==> src/rtl/fifo_arb_pkg.sv <==
// rtl/fifo_arb_pkg.sv - shared types and default sizes for the FIFO write arbiter
package fifo_arb_pkg;

  typedef enum logic {
    IDLE  = 1'b0,
    BURST = 1'b1
  } arb_state_t;

  localparam int ARB_N_REQ     = 4;
  localparam int ARB_DATA_W    = 8;
  localparam int ARB_MAX_BURST = 4;

endpackage

==> src/rtl/rr_picker.sv <==
// rtl/rr_picker.sv - combinational round-robin picker (doubled-vector rotate and priority encode)
module rr_picker
  import fifo_arb_pkg::*;
#(
  parameter int N_REQ = ARB_N_REQ,
  localparam int ID_W = $clog2(N_REQ)
) (
  input  logic [N_REQ-1:0] req,
  input  logic [ID_W-1:0]  last,
  output logic             any,
  output logic [ID_W-1:0]  winner
);

  logic [2*N_REQ-1:0] dbl;
  logic [N_REQ-1:0]   rot;
  logic [ID_W:0]      start;
  logic [ID_W:0]      offset;
  logic [ID_W+1:0]    sum;

  // Rotate so the slot after 'last' sits at bit 0, take the lowest set bit, then rotate back.
  always_comb begin
    start  = {1'b0, last} + (ID_W+1)'(1);
    dbl    = {req, req};
    rot    = N_REQ'(dbl >> start);
    any    = |req;
    offset = '0;
    for (int i = N_REQ - 1; i >= 0; i--) begin
      if (rot[i]) offset = (ID_W+1)'(i);
    end
    sum = {1'b0, start} + {1'b0, offset};
    if (sum >= (ID_W+2)'(N_REQ)) sum = sum - (ID_W+2)'(N_REQ);
    winner = sum[ID_W-1:0];
  end

endmodule

==> src/rtl/fifo_wr_arbiter.sv <==
// rtl/fifo_wr_arbiter.sv - round-robin burst arbiter sharing one FIFO write port
module fifo_wr_arbiter
  import fifo_arb_pkg::*;
#(
  parameter int N_REQ     = ARB_N_REQ,
  parameter int DATA_W    = ARB_DATA_W,
  parameter int MAX_BURST = ARB_MAX_BURST,
  localparam int ID_W     = $clog2(N_REQ)
) (
  input  logic                      clock,
  input  logic                      reset,
  input  logic [N_REQ-1:0]          req_valid,
  input  logic [N_REQ*DATA_W-1:0]   req_data,
  output logic [N_REQ-1:0]          req_ready,
  input  logic                      buf_full,
  output logic                      wr_en,
  output logic [DATA_W-1:0]         buf_in,
  output logic [N_REQ-1:0]          grant,
  output logic [ID_W-1:0]           owner_id,
  output logic                      busy
);

  localparam int CNT_W = $clog2(MAX_BURST) + 1;
  localparam logic [CNT_W-1:0] LAST_BEAT = CNT_W'(MAX_BURST - 1);

  arb_state_t        state, state_next;
  logic [N_REQ-1:0]  grant_next;
  logic [ID_W-1:0]   owner_next;
  logic [ID_W-1:0]   last_owner, last_next;
  logic              busy_next;
  logic [CNT_W-1:0]  beat_cnt, cnt_next;

  logic              pick_any;
  logic [ID_W-1:0]   pick_id;
  logic              owner_valid;
  logic              accept;
  logic [DATA_W-1:0] owner_data;

  rr_picker #(.N_REQ(N_REQ)) u_picker (
    .req    (req_valid),
    .last   (last_owner),
    .any    (pick_any),
    .winner (pick_id)
  );

  // Owner handshake and zero-latency data path straight onto the FIFO write port.
  always_comb begin
    owner_valid = req_valid[owner_id];
    owner_data  = req_data[int'(owner_id)*DATA_W +: DATA_W];
    req_ready   = '0;
    accept      = 1'b0;
    buf_in      = '0;
    if (state == BURST) begin
      req_ready = grant & {N_REQ{!buf_full}};
      accept    = owner_valid && !buf_full;
      buf_in    = owner_data;
    end
    wr_en = accept;
  end

  // Next-state logic: arbitrate in IDLE, count beats and detect burst end in BURST.
  always_comb begin
    state_next = state;
    grant_next = grant;
    owner_next = owner_id;
    last_next  = last_owner;
    busy_next  = busy;
    cnt_next   = beat_cnt;
    case (state)
      IDLE: begin
        if (pick_any) begin
          state_next = BURST;
          grant_next = N_REQ'(1) << pick_id;
          owner_next = pick_id;
          busy_next  = 1'b1;
          cnt_next   = '0;
        end
      end
      BURST: begin
        // A full FIFO with valid still high stalls: neither branch below fires.
        if (!owner_valid || (accept && beat_cnt == LAST_BEAT)) begin
          state_next = IDLE;
          grant_next = '0;
          last_next  = owner_id;
          busy_next  = 1'b0;
          cnt_next   = '0;
        end else if (accept) begin
          cnt_next = beat_cnt + CNT_W'(1);
        end
      end
      default: begin
        state_next = IDLE;
      end
    endcase
  end

  // State registers; last_owner starts at the top index so requester 0 wins first.
  always_ff @(posedge clock or posedge reset) begin
    if (reset) begin
      state      <= IDLE;
      grant      <= '0;
      owner_id   <= '0;
      last_owner <= ID_W'(N_REQ - 1);
      busy       <= 1'b0;
      beat_cnt   <= '0;
    end else begin
      state      <= state_next;
      grant      <= grant_next;
      owner_id   <= owner_next;
      last_owner <= last_next;
      busy       <= busy_next;
      beat_cnt   <= cnt_next;
    end
  end

endmodule
==> config.mk <==
export PLATFORM = sky130hd
export DESIGN_NAME = fifo_wr_arbiter
export DESIGN_NICKNAME = d
export VERILOG_FILES = /design/src/rtl/fifo_arb_pkg.sv /design/src/rtl/rr_picker.sv /design/src/rtl/fifo_wr_arbiter.sv
export SDC_FILE = /design/constraint.sdc
export NUM_CORES = 1
export LEC_CHECK = 0
export CELL_PAD_IN_SITES_DETAIL_PLACEMENT = 0
export CELL_PAD_IN_SITES_GLOBAL_PLACEMENT = 1
export CORE_MARGIN = 1
export CORE_UTILIZATION = 31
export CTS_BUF_LIST = sky130_fd_sc_hd__clkbuf_2 sky130_fd_sc_hd__clkbuf_4 sky130_fd_sc_hd__clkbuf_8
export DETAILED_ROUTE_END_ITERATION = 7
export PLACE_DENSITY = 0.85
export RECOVER_POWER = 50
export SYNTH_ARGS = -nofsm -noshare
export SYNTH_HDL_FRONTEND = slang
export SYNTH_SLANG_ARGS = --single-unit
==> constraint.sdc <==
create_clock -name clock -period 4.8 [get_ports clock]
set_clock_uncertainty 0.05 [all_clocks]
set_input_delay 0.72 -clock clock [delete_from_list [all_inputs] [get_ports clock]]
set_output_delay 0.72 -clock clock [all_outputs]
set_load 0.03 [all_outputs]
==> results of run 1 <==
## kinds of logic (layout without fill, tap and decap cells)
kind of cell	Yosys count	after routing	synth area share [%]
and+or+nand+nor	45	45	23.3
AOI/OAI and AO/OA	19	19	12.3
DFF	13	13	30.2
buffers and inverters	12	67	6.46
muxes	11	11	20.8
adders and majority gates	4	4	4.61
xor gates and xnor gates	2	2	2.31
## Yosys cell counts, types with 2 or more instances
master,count
a21oi_1,2
mux4_2,9
nand2_1,6
nor2_1,9
or2_2,3
and2_1,13
dfrtp_1,11
o21ai_0,4
ha_1,4
dfstp_2,2
o21a_1,2
buf_2,2
o32ai_1,2
buf_6,3
clkbuf_1,2
nand2_4,2
mux2_2,2
o31ai_1,4
nand3_1,5
inv_1,5
## power groups by stage
stage,Clock [mW],Sequential (mW),Combinational (mW)
2_1_floorplan,0,0.243,0.434
3_3_place_gp,0,0.251,0.644
3_5_place_dp,0,0.253,0.656
4_1_cts,0.0753,0.251,0.660
5_1_grt,0.0821,0.260,0.690
6_report,0.0726,0.246,0.637
## registers in the layout, indices dropped and copies added, names as in the netlist
signal / flops
owner_id: 2
state: 1
last_owner: 2
grant: 4
beat_cnt: 3
busy: 1
## how the worst max path moves through the flow
stage,endpoint,slack (ns),start,depth (start not counted)
3_3_place_gp,wr_en,1.43,req_valid[3],4
3_5_place_dp,wr_en,1.41,req_valid[3],4
2_1_floorplan,buf_in[0],2.40,owner_id[0],3
5_1_grt,wr_en,1.28,req_valid[3],4
6_report,wr_en,1.34,req_valid[3],4
4_1_cts,wr_en,1.41,req_valid[3],4
## per-stage QoR
| stage | hold slack [ns] | setup slack [ns] |
|---|---|---|
| finish | 0.447 | 1.34 |
| detailed placement | 0.433 | 1.41 |
| floorplan | 0.399 | 2.40 |
| global placement | 0.414 | 1.43 |
| global route | 0.477 | 1.28 |
| CTS | 0.449 | 1.41 |
## cell usage in the layout, fill, tap and decap left out, types with 5 or more instances in the layout
| cell | netlist | layout |
|---|---|---|
| and2_1 | 13 | 13 |
| o21ai_0 | 4 | 5 |
| clkdlybuf4s50_1 | 0 | 51 |
| inv_1 | 5 | 5 |
| nand3_1 | 5 | 5 |
| nand2_1 | 6 | 8 |
| nor2_1 | 9 | 9 |
| mux4_2 | 9 | 9 |
| dlygate4sd3_1 | 0 | 7 |
| dfrtp_1 | 11 | 11 |
## layer usage
layer	share of wire [%]	wire length (um)	vias up	global-route usage, %
met3	12	378	2	4.41
met4	0.67	21	0	7.14
met2	50	1580	60	32.8
met5	0	0	-	0
li1	-	-	499	-
met1	37	1170	489	17.3
## worst max-delay path, delay by kind of cell
family        cells  cell delay [ns]
buf+inv           2             1.24
mux               1             0.56
simple gates      1             0.16
## area by class of cell
cell class / instances / area [sq um]
flip-flops and latches: 13 / 328
clock buffers: 4 / 30.0
inverters: 5 / 18.8
fillers: 329 / 1650
well taps: 46 / 57.6
repair buffers: 58 / 581
multi-input cells: 81 / 672
==> impl_metrics.py, run 1 <==
metrics = {
    "finish": {
        "drive_above_1_share_pct": 13.0,
        "area_growth_pct": 55.5,
        "finalInstanceArea_sq_um": 1690,
        "instances_no_fill": 207,
        "fin_util_pct": 50.5,
        "fin_nets": 205,
        "num_antenna_cells": 0,
    },
    "place": {
        "io_buffers": 58,
        "placed_cell_area_sq_um": 1670,
        "dpl.hpwl_um": 2490,
        "globalplace.congestion": 0.784,
        "dp.cells": 203,
    },
    "worst_setup_path": {
        "timing.rr.start": "owner_id[0]",
        "rr_endpoint": "grant[0]",
        "cp_data_required_time_ns": 4.03,
        "cpMaxStageDelayCell": "dlygate4sd3_1",
        "cp.arrival_ns": 2.69,
        "critPathMaxFanout": 10,
        "r2r_cells": 5,
        "rrSetupSlack_ns": 2.54,
        "path_cells": "dlygate4sd3_1, mux4_2, and2_1, clkdlybuf4s50_1",
        "start_kind": "primary input",
        "max_stage_delay_ns": 0.65,
        "crit_type": "primary input to output pin",
        "setup.worst_path.end_class": "output pin",
    },
    "timing": {
        "finalSetupViolCount": 0,
        "period_needed_ns": 3.46,
        "tightestPinTransition_ns": 0.648,
        "setup_tns_ns": 0,
        "max_freq_mhz": 289,
        "hold_viol_final": 0,
        "post-route-period-util_pct": 72.0,
        "rsz0062_at_grt": "no",
        "finalMaxSlewViolations": 0,
        "max_slew_margin_pct": 56.8,
    },
    "routing": {
        "routedWlPerCell_um": 15.2,
        "via_per_inst": 5.07,
        "drc_errors": 0,
        "drt_iter0_markers": 26,
        "vias": 1050,
        "antenna_left": 0,
        "firstDrtPassIters": 4,
        "drt-total-wl_um": 3150,
    },
    "cts": {
        "ctsHoldBuffers": 0,
        "clk_path_buf_depth": 2,
        "root_buffer": "clkbuf_4",
        "cts_tree": "yes",
        "clk_pin_slew_ns": 0.08,
        "htreeDepth": 1,
        "worstSkewPairLatency_ns": 0.27,
        "numCtsBuffers": 3,
        "postCtsSetupBuffers": 0,
        "ctsResizeCount": 0,
        "cts_sinks": 13,
    },
    "global_route": {
        "grt_pass1_vias": 1047,
        "grt_pass1_wl_um": 4630,
        "overflow": 0,
        "grt_usage_pct": 17.1,
        "grt_max_degree": 17,
        "antenna_found_initial": 0,
    },
    "floorplanning": {
        "io-pin-count": 59,
        "die_x_um": 61.2,
        "start_util_pct": 32.5,
        "core_area_sq_um": 3340,
        "die_y_um": 61.2,
        "rows": 21,
        "dieArea_sq_um": 3740,
    },
    "run": {
        "max_cap_violations": 0,
    },
    "yosys": {
        "async_reset_ff_share_pct": 100,
        "synthCells": 106,
        "netlist_area_sq_um": 1080,
        "synth_area_leaders": "dfrtp_1 (25%), mux4_2 (19%), and2_1 (7.5%)",
        "ys_seq_area_share_pct": 30.2,
        "synth_edf_count": 0,
        "ys_seq_elements": 13,
        "syn_avg_cell_area_sq_um": 10.2,
        "yosysWarnings": 0,
        "ys.flop_type": "dfrtp_1",
        "synth_top_area_share_pct": 25.4,
        "synth_top_area_cell": "dfrtp_1",
        "synthesis.nets": 149,
        "synth_cell_types": 34,
    },
    "power": {
        "peakVddDrop_v": 0.000249,
        "clkPwrFrac_pct": 7.6,
        "p_sw_share_pct": 46.4,
        "leakage_nw": 0.668,
        "seqPwrFrac_pct": 25.7,
        "pwr-share-comb_pct": 66.7,
        "intPower_mw": 0.513,
        "power.total_mw": 0.955,
        "switching_power_mw": 0.443,
        "p_per_area_nw_per_um2": 566,
    },
    "hold_path": {
        "hold_path_class": "flip-flop to flip-flop",
        "min_from": "beat_cnt[0]",
        "holdPathStages": 1,
        "hold_path_end": "beat_cnt[0]",
    },
    "status": {
        "status": "complete, no violations",
    },
}
No activity file was read; power rests on OpenSTA's default activity.
==> run 2: changes to the inputs <==
--- a/config.mk
+++ b/config.mk
@@ -8,10 +8,10 @@
 export CELL_PAD_IN_SITES_DETAIL_PLACEMENT = 0
 export CELL_PAD_IN_SITES_GLOBAL_PLACEMENT = 1
 export CORE_MARGIN = 1
-export CORE_UTILIZATION = 31
+export CORE_UTILIZATION = 29
 export CTS_BUF_LIST = sky130_fd_sc_hd__clkbuf_2 sky130_fd_sc_hd__clkbuf_4 sky130_fd_sc_hd__clkbuf_8
 export DETAILED_ROUTE_END_ITERATION = 7
-export PLACE_DENSITY = 0.85
+export PLACE_DENSITY = 0.8
 export RECOVER_POWER = 50
 export SYNTH_ARGS = -nofsm -noshare
 export SYNTH_HDL_FRONTEND = slang
==> constraint.sdc (replaced) <==
create_clock -name clock -period 3.3 [get_ports clock]
set_clock_uncertainty 0.05 [all_clocks]
set_input_delay 0.495 -clock clock [delete_from_list [all_inputs] [get_ports clock]]
set_output_delay 0.495 -clock clock [all_outputs]
set_load 0.03 [all_outputs]
==> impl_metrics.py, run 2 (synthesis results as in run 1) <==
metrics = {
    "status": {
        "status": "complete, no violations",
    },
    "finish": {
        "fill_cells": 328,
        "area_growth_pct": 58.6,
        "fin_nets": 206,
        "layout_commonest_cell": "clkdlybuf4s50_1",
        "multi_input_area_sq_um": 679,
        "largest_register": "grant",
        "fin_util_pct": 49.6,
        "largestRegisters": "grant (4), beat_cnt (3)",
        "largest_reg_flops": 4,
        "num_antenna_cells": 0,
        "seq_area_sq_um": 328,
        "drive_above_1_share_pct": 14.2,
        "layout_common_cells": "clkdlybuf4s50_1 (49), and2_1 (13), dfrtp_1 (11)",
    },
    "worst_setup_path": {
        "cp_data_required_time_ns": 2.75,
        "critPathMaxFanout": 10,
        "start_kind": "primary input",
        "cp.arrival_ns": 2.46,
        "crit_type": "primary input to output pin",
        "setup.worst_path.end_class": "output pin",
    },
    "timing": {
        "period_needed_ns": 3.00,
        "max_slew_margin_pct": 64.6,
        "max_freq_mhz": 333,
        "fin_ws_ns": 0.295,
        "tightestPinTransition_ns": 0.526,
        "setup_tns_ns": 0,
        "rsz0062_at_grt": "no",
        "post-route-period-util_pct": 91.1,
        "hold_viol_final": 0,
        "finalMaxSlewViolations": 0,
        "finalSetupViolCount": 0,
    },
    "power": {
        "p_sw_share_pct": 44.8,
        "clkPwrFrac_pct": 10.2,
        "intPower_mw": 0.795,
        "pwr-share-comb_pct": 66.6,
        "switching_power_mw": 0.644,
        "p_per_area_nw_per_um2": 837,
        "seqPwrFrac_pct": 23.2,
        "leakage_nw": 0.684,
        "peakVddDrop_v": 0.000338,
    },
    "routing": {
        "drt-total-wl_um": 2930,
        "firstDrtPassIters": 4,
        "vias": 1041,
        "antenna_left": 0,
        "drt_iter0_markers": 23,
        "via_per_inst": 5.00,
        "drc_errors": 0,
        "routedWlPerCell_um": 14.1,
    },
    "global_route": {
        "grt_pass1_wl_um": 4830,
        "grt_max_degree": 17,
        "overflow": 0,
        "grt_pass1_vias": 991,
        "grt_usage_pct": 15.4,
        "antenna_found_initial": 0,
    },
    "place": {
        "io_buffers": 58,
        "dpl.hpwl_um": 2220,
        "dp_worst_setup_slack_ns": 0.366,
        "globalplace.congestion": 0.776,
    },
    "cts": {
        "numCtsBuffers": 3,
        "root_buffer": "clkbuf_8",
        "ctsResizeCount": 0,
        "cts_tree": "yes",
        "cts_sinks": 13,
        "ctsHoldBuffers": 0,
        "worstSkewPairLatency_ns": 0.24,
        "postCtsSetupBuffers": 0,
        "htreeDepth": 1,
        "clk_pin_slew_ns": 0.05,
        "clk_path_buf_depth": 2,
    },
    "floorplanning": {
        "die_y_um": 63.2,
        "core_area_sq_um": 3470,
        "die_x_um": 63.2,
        "rows": 21,
        "start_util_pct": 31.3,
        "dieArea_sq_um": 3990,
        "io-pin-count": 59,
    },
    "hold_path": {
        "hold_path_class": "flip-flop to flip-flop",
    },
    "run": {
        "max_cap_violations": 0,
    },
}
[run 2: cell types whose count changed in the layout (fill, tap and decap cells not counted)]
cell	previous run	this run
buf_4	0	1
clkbuf_4	4	1
clkbuf_8	0	3
clkdlybuf4s50_1	51	49
dlygate4sd3_1	7	9
nand2_1	8	7
nand2_4	0	1
o21ai_0	5	4
o21ai_1	0	1
[run 2: layout make-up]
class / count / area share (%)
clock buffer: 4 / 2.84
multi-input combinational: 81 / 39.5
tap: 46 / 3.35
sequential: 13 / 19.1
inverter: 5 / 1.09
timing repair buffer: 59 / 34.2
[run 2: path summary, 6_finish.rpt]
check	startpoint	end	slack, ns	cells after the start
setup / recovery	req_valid[3]	wr_en	0.30	4
hold / removal	beat_cnt[2]	beat_cnt[2]	0.42	2
setup reg to reg	last_owner[0]	grant[0]	1.12	9
hold reg to reg	beat_cnt[2]	beat_cnt[2]	0.42	2
max in group asynchronous	reset	last_owner[1]	2.15	2
min in group asynchronous	reset	grant[1]	0.68	2
[run 2: critical path, stage by stage]
cell and delay (ns):
dlygate4sd3_1 0.65, mux4_2 0.56, and2_1 0.16, clkdlybuf4s50_1 0.59
[run 2: per-stage QoR]
step | instance area (sq um) | power, mW | std cells | hold WS [ns]
2_1_floorplan | 1080 | 0.984 | 106 | 0.321
3_3_place_gp | 1680 | 1.31 | 204 | 0.414
3_5_place_dp | 1680 | 1.32 | 204 | 0.417
4_1_cts | 1730 | 1.48 | 208 | 0.428
5_1_grt | 1720 | 1.55 | 208 | 0.456
6_report | 1720 | 1.44 | 208 | 0.425
[run 2: power by group through the flow]
| stage | clock network (mW) | logic (mW) | registers (mW) |
|---|---|---|---|
| after floorplan | 0 | 0.631 | 0.353 |
| after global placement | 0 | 0.974 | 0.339 |
| after detailed placement | 0 | 0.983 | 0.339 |
| after CTS | 0.150 | 0.989 | 0.338 |
| after global routing | 0.159 | 1.04 | 0.352 |
| final | 0.147 | 0.958 | 0.334 |
[run 2: per-layer routing]
layer  up-vias  track usage, %  wire length (um)
met1       489            20.2              1380
met4         0            5.23                21
met2        52            25.3              1310
met5         -               0                 0
met3         2            2.72               214
li1        498               -                 -
